`src/rtl/tt_um_nibble_link_rx_if.sv`:
```
// Pin bundle of the nibble-link receiver: the Tiny Tapeout user-project I/O bus.
// The master modport drives the pins into the block and the slave modport is the receiver side.
interface tt_um_nibble_link_rx_if;
  logic       ena;
  logic [7:0] ui_in;
  logic [7:0] uo_out;
  logic [7:0] uio_in;
  logic [7:0] uio_out;
  logic [7:0] uio_oe;

  modport master (output ena, ui_in, uio_in, input uo_out, uio_out, uio_oe);
  modport slave  (input ena, ui_in, uio_in, output uo_out, uio_out, uio_oe);
endinterface

```
`src/rtl/tt_um_nibble_link_rx.sv`:
```
// Inverted-nibble link receiver: pairs nibbles (low then high) into bytes and queues them in a FIFO.
// Optional odd-parity checking of each nibble is enabled by defining PARITY_CHECK_EN.
module tt_um_nibble_link_rx #(
  parameter int FIFO_DEPTH  = 4,
  parameter int SYNC_STAGES = 2
) (
  input  logic                 clk,
  input  logic                 rst_n,
  tt_um_nibble_link_rx_if.slave io
);
  localparam int         PW       = $clog2(FIFO_DEPTH);
  localparam int         SW       = 9;
  localparam logic [1:0] ST_LO    = 2'd0;
  localparam logic [1:0] ST_HI    = 2'd1;
  localparam logic [1:0] ST_STALL = 2'd2;

  logic [SYNC_STAGES-1:0][SW-1:0] sync_q, sync_d;
  logic [1:0]    state_q, state_d;
  logic [3:0]    lo_nib_q, lo_nib_d;
  logic          lo_bad_q, lo_bad_d;
  logic          perr_q, perr_d;
  logic          stb_prev_q, stb_prev_d;
  logic          pop_prev_q, pop_prev_d;
  logic          ack_q, ack_d;
  logic [PW-1:0] wr_ptr_q, wr_ptr_d, rd_ptr_q, rd_ptr_d;
  logic [2:0]    count_q, count_d;
  logic [7:0]    mem_q [FIFO_DEPTH];
  logic [7:0]    mem_d [FIFO_DEPTH];

  logic [SW-1:0] sync_out;
  logic [3:0]    nibble;
  logic          stb_s, pop_s, flush_s, view_s;
  logic          nib_event, nib_bad, full, empty, push, pop_fire;
  logic [7:0]    status;

  // Synchronized bits: {VIEW, FLUSH, POP, PAR, STB, DATA_N[3:0]}.
  always_comb begin
    sync_d    = sync_q;
    sync_d[0] = {io.ui_in[2:0], io.uio_in[5:0]};
    for (int i = 1; i < SYNC_STAGES; i++) sync_d[i] = sync_q[i-1];
  end

  assign sync_out  = sync_q[SYNC_STAGES-1];
  assign nibble    = ~sync_out[3:0];
  assign stb_s     = sync_out[4];
  assign pop_s     = sync_out[6];
  assign flush_s   = sync_out[7];
  assign view_s    = sync_out[8];
  assign nib_event = stb_s != stb_prev_q;
  assign full      = count_q == 3'(FIFO_DEPTH);
  assign empty     = count_q == 3'd0;

`ifdef PARITY_CHECK_EN
  // The line carries odd parity over {DATA_N, PAR}.
  assign nib_bad = ~^sync_out[5:0];
`else
  logic unused_par;
  assign unused_par = sync_out[5];
  assign nib_bad    = 1'b0;
`endif

  always_comb begin
    // NOTE: every signal written here gets a default first, so no path can infer a latch.
    state_d    = state_q;
    lo_nib_d   = lo_nib_q;
    lo_bad_d   = lo_bad_q;
    perr_d     = perr_q;
    stb_prev_d = stb_prev_q;
    pop_prev_d = pop_s;
    ack_d      = ack_q;
    wr_ptr_d   = wr_ptr_q;
    rd_ptr_d   = rd_ptr_q;
    count_d    = count_q;
    mem_d      = mem_q;
    push       = 1'b0;
    pop_fire   = 1'b0;

    if (flush_s) begin
      state_d    = ST_LO;
      lo_nib_d   = '0;
      lo_bad_d   = 1'b0;
      perr_d     = 1'b0;
      stb_prev_d = stb_s;
      wr_ptr_d   = '0;
      rd_ptr_d   = '0;
      count_d    = '0;
    end else begin
      case (state_q)
        ST_LO: if (nib_event) begin
          lo_nib_d   = nibble;
          lo_bad_d   = nib_bad;
          perr_d     = perr_q | nib_bad;
          ack_d      = ~ack_q;
          stb_prev_d = stb_s;
          state_d    = ST_HI;
        end
        ST_HI: if (nib_event) begin
          // A bad byte is dropped here and never waits for FIFO space.
          if (lo_bad_q || nib_bad) begin
            perr_d     = perr_q | nib_bad;
            ack_d      = ~ack_q;
            stb_prev_d = stb_s;
            state_d    = ST_LO;
          end else if (!full) begin
            push       = 1'b1;
            ack_d      = ~ack_q;
            stb_prev_d = stb_s;
            state_d    = ST_LO;
          end else begin
            state_d = ST_STALL;
          end
        end
        ST_STALL: if (!full) begin
          push       = 1'b1;
          ack_d      = ~ack_q;
          stb_prev_d = stb_s;
          state_d    = ST_LO;
        end
        default: state_d = ST_LO;
      endcase

      pop_fire = pop_s && !pop_prev_q && !empty;
      if (push) begin
        mem_d[wr_ptr_q] = {nibble, lo_nib_q};
        wr_ptr_d = (wr_ptr_q == PW'(FIFO_DEPTH - 1)) ? '0 : wr_ptr_q + 1'b1;
      end
      if (pop_fire) rd_ptr_d = (rd_ptr_q == PW'(FIFO_DEPTH - 1)) ? '0 : rd_ptr_q + 1'b1;
      case ({push, pop_fire})
        2'b10:   count_d = count_q + 3'd1;
        2'b01:   count_d = count_q - 3'd1;
        default: count_d = count_q;
      endcase
    end
  end

  always_ff @(posedge clk or negedge rst_n) begin
    if (!rst_n) begin
      sync_q     <= '0;
      state_q    <= ST_LO;
      lo_nib_q   <= '0;
      lo_bad_q   <= 1'b0;
      perr_q     <= 1'b0;
      stb_prev_q <= 1'b0;
      pop_prev_q <= 1'b0;
      ack_q      <= 1'b0;
      wr_ptr_q   <= '0;
      rd_ptr_q   <= '0;
      count_q    <= '0;
      // NOTE: the FIFO storage is only a few bytes, so it is reset too and uo_out never shows X.
      for (int i = 0; i < FIFO_DEPTH; i++) mem_q[i] <= '0;
    end else begin
      // NOTE: non-blocking updates so every flop samples the pre-edge values.
      sync_q     <= sync_d;
      state_q    <= state_d;
      lo_nib_q   <= lo_nib_d;
      lo_bad_q   <= lo_bad_d;
      perr_q     <= perr_d;
      stb_prev_q <= stb_prev_d;
      pop_prev_q <= pop_prev_d;
      ack_q      <= ack_d;
      wr_ptr_q   <= wr_ptr_d;
      rd_ptr_q   <= rd_ptr_d;
      count_q    <= count_d;
      mem_q      <= mem_d;
    end
  end

  assign status     = {count_q, perr_q, state_q == ST_HI, state_q == ST_STALL, full, empty};
  assign io.uo_out  = view_s ? status : (empty ? 8'h00 : mem_q[rd_ptr_q]);
  assign io.uio_out = {full, ack_q, 6'b0};
  assign io.uio_oe  = 8'hC0;

  logic unused_inputs;
  assign unused_inputs = &{1'b0, io.ena, io.ui_in[7:3], io.uio_in[7:6]};
endmodule

```
`src/flat_wrapper.sv`:
```
// flat-port wrapper written by rule: the top's interface ports become plain ports
module tt_um_nibble_link_rx_flat 
#(
  parameter int FIFO_DEPTH  = 4,
  parameter int SYNC_STAGES = 2
)
  (clk, rst_n, io_ena, io_ui_in, io_uio_in, io_uo_out, io_uio_out, io_uio_oe);
  tt_um_nibble_link_rx_if io_i ();
  input  logic clk;
  input  logic rst_n;
  input wire logic [$bits(io_i.ena)-1:0] io_ena;
  input wire logic [$bits(io_i.ui_in)-1:0] io_ui_in;
  input wire logic [$bits(io_i.uio_in)-1:0] io_uio_in;
  output wire logic [$bits(io_i.uo_out)-1:0] io_uo_out;
  output wire logic [$bits(io_i.uio_out)-1:0] io_uio_out;
  output wire logic [$bits(io_i.uio_oe)-1:0] io_uio_oe;
  assign io_i.ena = io_ena;
  assign io_i.ui_in = io_ui_in;
  assign io_i.uio_in = io_uio_in;
  assign io_uo_out = io_i.uo_out;
  assign io_uio_out = io_i.uio_out;
  assign io_uio_oe = io_i.uio_oe;
  tt_um_nibble_link_rx #(.FIFO_DEPTH(FIFO_DEPTH), .SYNC_STAGES(SYNC_STAGES)) u_core (.clk(clk), .rst_n(rst_n), .io(io_i));
endmodule
```
`config.mk`:
```
export PLATFORM = sky130hd
export DESIGN_NAME = tt_um_nibble_link_rx_flat
export DESIGN_NICKNAME = d
export VERILOG_FILES = /design/src/rtl/tt_um_nibble_link_rx_if.sv /design/src/rtl/tt_um_nibble_link_rx.sv /design/src/flat_wrapper.sv
export SDC_FILE = /design/constraint.sdc
export NUM_CORES = 1
export LEC_CHECK = 0
export CAP_MARGIN = 20
export CORE_ASPECT_RATIO = 0.6
export CORE_MARGIN = 1
export CORE_UTILIZATION = 54
export CTS_CLUSTER_DIAMETER = 100
export CTS_CLUSTER_SIZE = 30
export DETAILED_ROUTE_END_ITERATION = 8
export GPL_ROUTABILITY_DRIVEN = 1
export GPL_TIMING_DRIVEN = 0
export PLACE_DENSITY_LB_ADDON = 0.1
export SETUP_SLACK_MARGIN = 0.15
export SYNTH_ARGS = -nofsm -noshare
export SYNTH_HDL_FRONTEND = slang
export SYNTH_SLANG_ARGS = --single-unit
```
`constraint.sdc`:
```
create_clock -name clk -period 3.6 [get_ports clk]
set_clock_uncertainty 0.2 [all_clocks]
set_input_delay 0.54 -clock clk [delete_from_list [all_inputs] [get_ports clk]]
set_output_delay 0.54 -clock clk [all_outputs]
set_load 0.02 [all_outputs]
```
==> results of run 1 <==
## power groups by stage
stage | Clock [mW] | Sequential, mW | Combinational (mW)
CTS | 0.609 | 0.817 | 0.272
floorplan | 0 | 0.816 | 0.192
detailed placement | 0 | 0.828 | 0.270
global route | 0.641 | 0.824 | 0.297
finish | 0.589 | 0.817 | 0.271
global placement | 0 | 0.826 | 0.264
## sequential cells by signal, summed over array words and instances, names as in the netlist
signal	flops
u_core.sync_out	8
u_core.lo_nib_q	4
u_core.mem_q	32
u_core.count_q	3
u_core.rd_ptr_q	2
u_core.state_q	2
u_core.stb_prev_q	1
u_core.sync_d	8
u_core.pop_prev_q	1
u_core.wr_ptr_q	2
u_core.ack_q	1
## through the flow
| step | power (mW) | cell area, sq um | setup slack, ns |
|---|---|---|---|
| 2_1_floorplan | 1.01 | 3110 | 0.797 |
| 3_3_place_gp | 1.09 | 3390 | -0.309 |
| 3_5_place_dp | 1.10 | 3380 | 0.491 |
| 4_1_cts | 1.70 | 3570 | 0.287 |
| 5_1_grt | 1.76 | 3570 | 0.212 |
| 6_report | 1.68 | 3570 | 0.322 |
## Yosys cell counts, drive strengths merged
cell,count,share of area
xnor2,1,0.0029
nor2,18,0.023
mux2i,6,0.020
fa,1,0.0065
nor2b,4,0.0082
nand4b,1,0.0029
ha,11,0.045
a22o,2,0.0057
a21oi,8,0.013
or3b,1,0.0029
inv,5,0.0061
clkbuf,4,0.0053
a2111oi,1,0.0090
nor3b,1,0.0024
mux4,8,0.059
dfrtp,64,0.52
o21a,1,0.0024
mux2,17,0.072
o2bb2ai,1,0.0049
xor2,3,0.015
conb,2,0.0024
o2111ai,4,0.020
o21ai,17,0.028
and2,1,0.0020
buf,23,0.061
or3,2,0.0045
nand2,26,0.032
o211ai,1,0.0041
or2,4,0.0082
o22a,3,0.0090
nor3,2,0.0033
## how the worst max path moves through the flow
stage | startpoint | end | slack (ns) | cells past startpoint
6_report | u_core.rd_ptr_q[1] | io_uo_out[6] | 0.32 | 4
5_1_grt | u_core.state_q[0] | u_core.count_q[2] | 0.21 | 10
4_1_cts | u_core.rd_ptr_q[1] | io_uo_out[6] | 0.29 | 4
3_5_place_dp | u_core.state_q[0] | u_core.count_q[2] | 0.49 | 10
3_3_place_gp | rst_n | u_core.sync_d[10] | -0.31 | 1
2_1_floorplan | u_core.state_q[0] | u_core.count_q[2] | 0.80 | 10
## per-layer routing
layer | share of wire | vias to the layer above | global-route usage
li1 | - | 886 | -
met3 | 0.052 | 7 | 0.104
met2 | 0.39 | 39 | 0.295
met5 | 0 | - | 0
met4 | 0.0098 | 0 | 0.0567
met1 | 0.54 | 883 | 0.337
## layout make-up
type | instances | area (sq um) | area share
plain buffers | 27 | 203 | 0.0568
clock buffers | 10 | 138 | 0.0386
clock inverters | 3 | 45.0 | 0.0126
inverters | 5 | 18.8 | 0.00526
multi-input cells | 159 | 1290 | 0.362
flip-flops and latches | 64 | 1600 | 0.449
well taps | 66 | 82.6 | 0.0231
repair buffers | 19 | 188 | 0.0526
## critical path, cell delays in order, from the launching register on
cell	delay, ns
dfrtp_1	0.35
clkbuf_1	0.50
mux4_2	0.60
o22a_1	0.21
clkdlybuf4s50_1	0.53
## cells by family (layout without fill, tap and decap cells)
family,after synthesis,in the layout
DFF,64,64
and+or+nand+nor,60,60
AOI/OAI and AO/OA,38,38
buffers and inverters,32,64
muxes,31,31
adders and majority gates,12,12
xor gates and xnor gates,4,4
other,2,14
==> impl_metrics.csv, run 1 <==
group,metric,value,unit
routing,wl_per_cell,15.9,um
clock_tree,cts_sinks,64,
die,die_h,60.4,um
worst_setup_path,cp.arrival,2.54,ns
timing,relSlewSlack,0.464,
timing,setup_viol_count_final,0,
synthesis,syn_avg_cell_area,12.6,sq um
global_route,grt-ovfl-total,0,
timing,fmax,305,MHz
routing,wl,5.63,mm
cells_and_area,area_delta_synth_final,16.2,%
synthesis,synth_xor_area_frac,0.0175,
worst_setup_path,cp.required,2.86,ns
hold_path,holdCritPathClass,"primary input to async pin",
pwr,p_sw,0.442,mW
global_route,antenna_found_initial,0,
cells_and_area,final_common_cell,"dfrtp_1",
synthesis,yosysUniqueCellTypes,40,
clock_tree,insertion_delay,0.35,ns
run_status,status,"finished clean",
global_route,grt_pass1_wl,9.40,mm
pwr,power_density,470,mW/mm^2
clock_tree,cts_buffer_depth,2,
worst_setup_path,worst_r2r_endpoint,"u_core.count_q[2]",
clock_tree,postCtsHoldBufs,0,
synthesis,synth_mux_area_frac,0.150,
worst_setup_path,r2r_slack,0.43,ns
timing,holdWs,0.0768,ns
clock_tree,htreeDepth,3,
placement,io_buffers,19,
die,coreArea,0.00526,sq mm
worst_setup_path,cp-end-kind,"primary output",
worst_setup_path,start_kind,"flop",
routing,vias,1815,
synthesis,syn_area,0.00307,sq mm
pwr,switching_share,0.264,
timing,rsz0062_at_grt,"no",
worst_setup_path,critPathKind,"flop to primary output",
clock_tree,cts_buffers,9,
timing,drv_slew,0,
cells_and_area,layout_common_cells,"dfrtp_1, nand2_1, clkdlybuf4s50_1",
global_route,grt_max_degree,65,
pwr,pwr-share-comb,0.161,
synthesis,seq_area_frac_synth,0.522,
routing,drc_errors,0,
clock_tree,cts_root_buffer,"clkbuf_8",
timing,period_share,0.910,
cells_and_area,utilization,0.679,
synthesis,synth_top_family_by_area,"multiplexers",
clock_tree,clkTransAtPathRegs,0.07,ns
timing,period_minus_slack,3.28,ns
placement,hpwl,3.92,mm
synthesis,synthAdderAreaFrac,0.0514,
die,start_util,0.584,
clock_tree,cts-resized-gates,0,
routing,ant_nets,0,
routing,viasPerCell,5.14,
routing,drt_iter0_markers,59,
global_route,grt_use_total,0.225,
clock_tree,cts_setup_buffers,0,
cells_and_area,final_nets,316,
cells_and_area,stdcell_count,353,
cells_and_area,fillers,399,
synthesis,synth-simple-area-share,0.0889,
worst_setup_path,r2r_start,"u_core.state_q[0]",
pwr,p_leak,1.67,nW
worst_setup_path,crit_fanout,9,
placement,place_congestion,0.753,
cells_and_area,drive_above_1_share,0.275,
die,fp-row-count,20,
worst_setup_path,worstRegToRegCells,10,
flow_run,max-cap-violations,0,
synthesis,synth_compound_area_frac,0.0954,
synthesis,synthCells,243,
timing,tns,0,ns
pwr,vdd_ir_drop_max,0.303,mV
die,num_io_pins,43,
die,die_x,99.3,um
cells_and_area,num_antenna_cells,0,
pwr,pwr-share-seq,0.487,
synthesis,synth_seq_cells,64,
clock_tree,tritoncts,"built",
pwr,cell_internal_pwr,1.23,mW
pwr,p_clk_frac,0.351,
synthesis,synth_warnings,0,
routing,drt_pass1_iterations,4,
timing,worstMarginPinSlew,0.804,ns
timing,hold_viol,0,
global_route,grt_pass1_vias,1747,
die,dieArea,0.00600,sq mm
placement,numPlacedInstances,340,
Note: power is estimated with default switching activity, not from simulation.
==> run 2, diff against run 1 <==
- TNS_END_PERCENT: not set -> 50
==> results of run 2 <==
Final layout, timing and power as in run 1 (identical DEF).
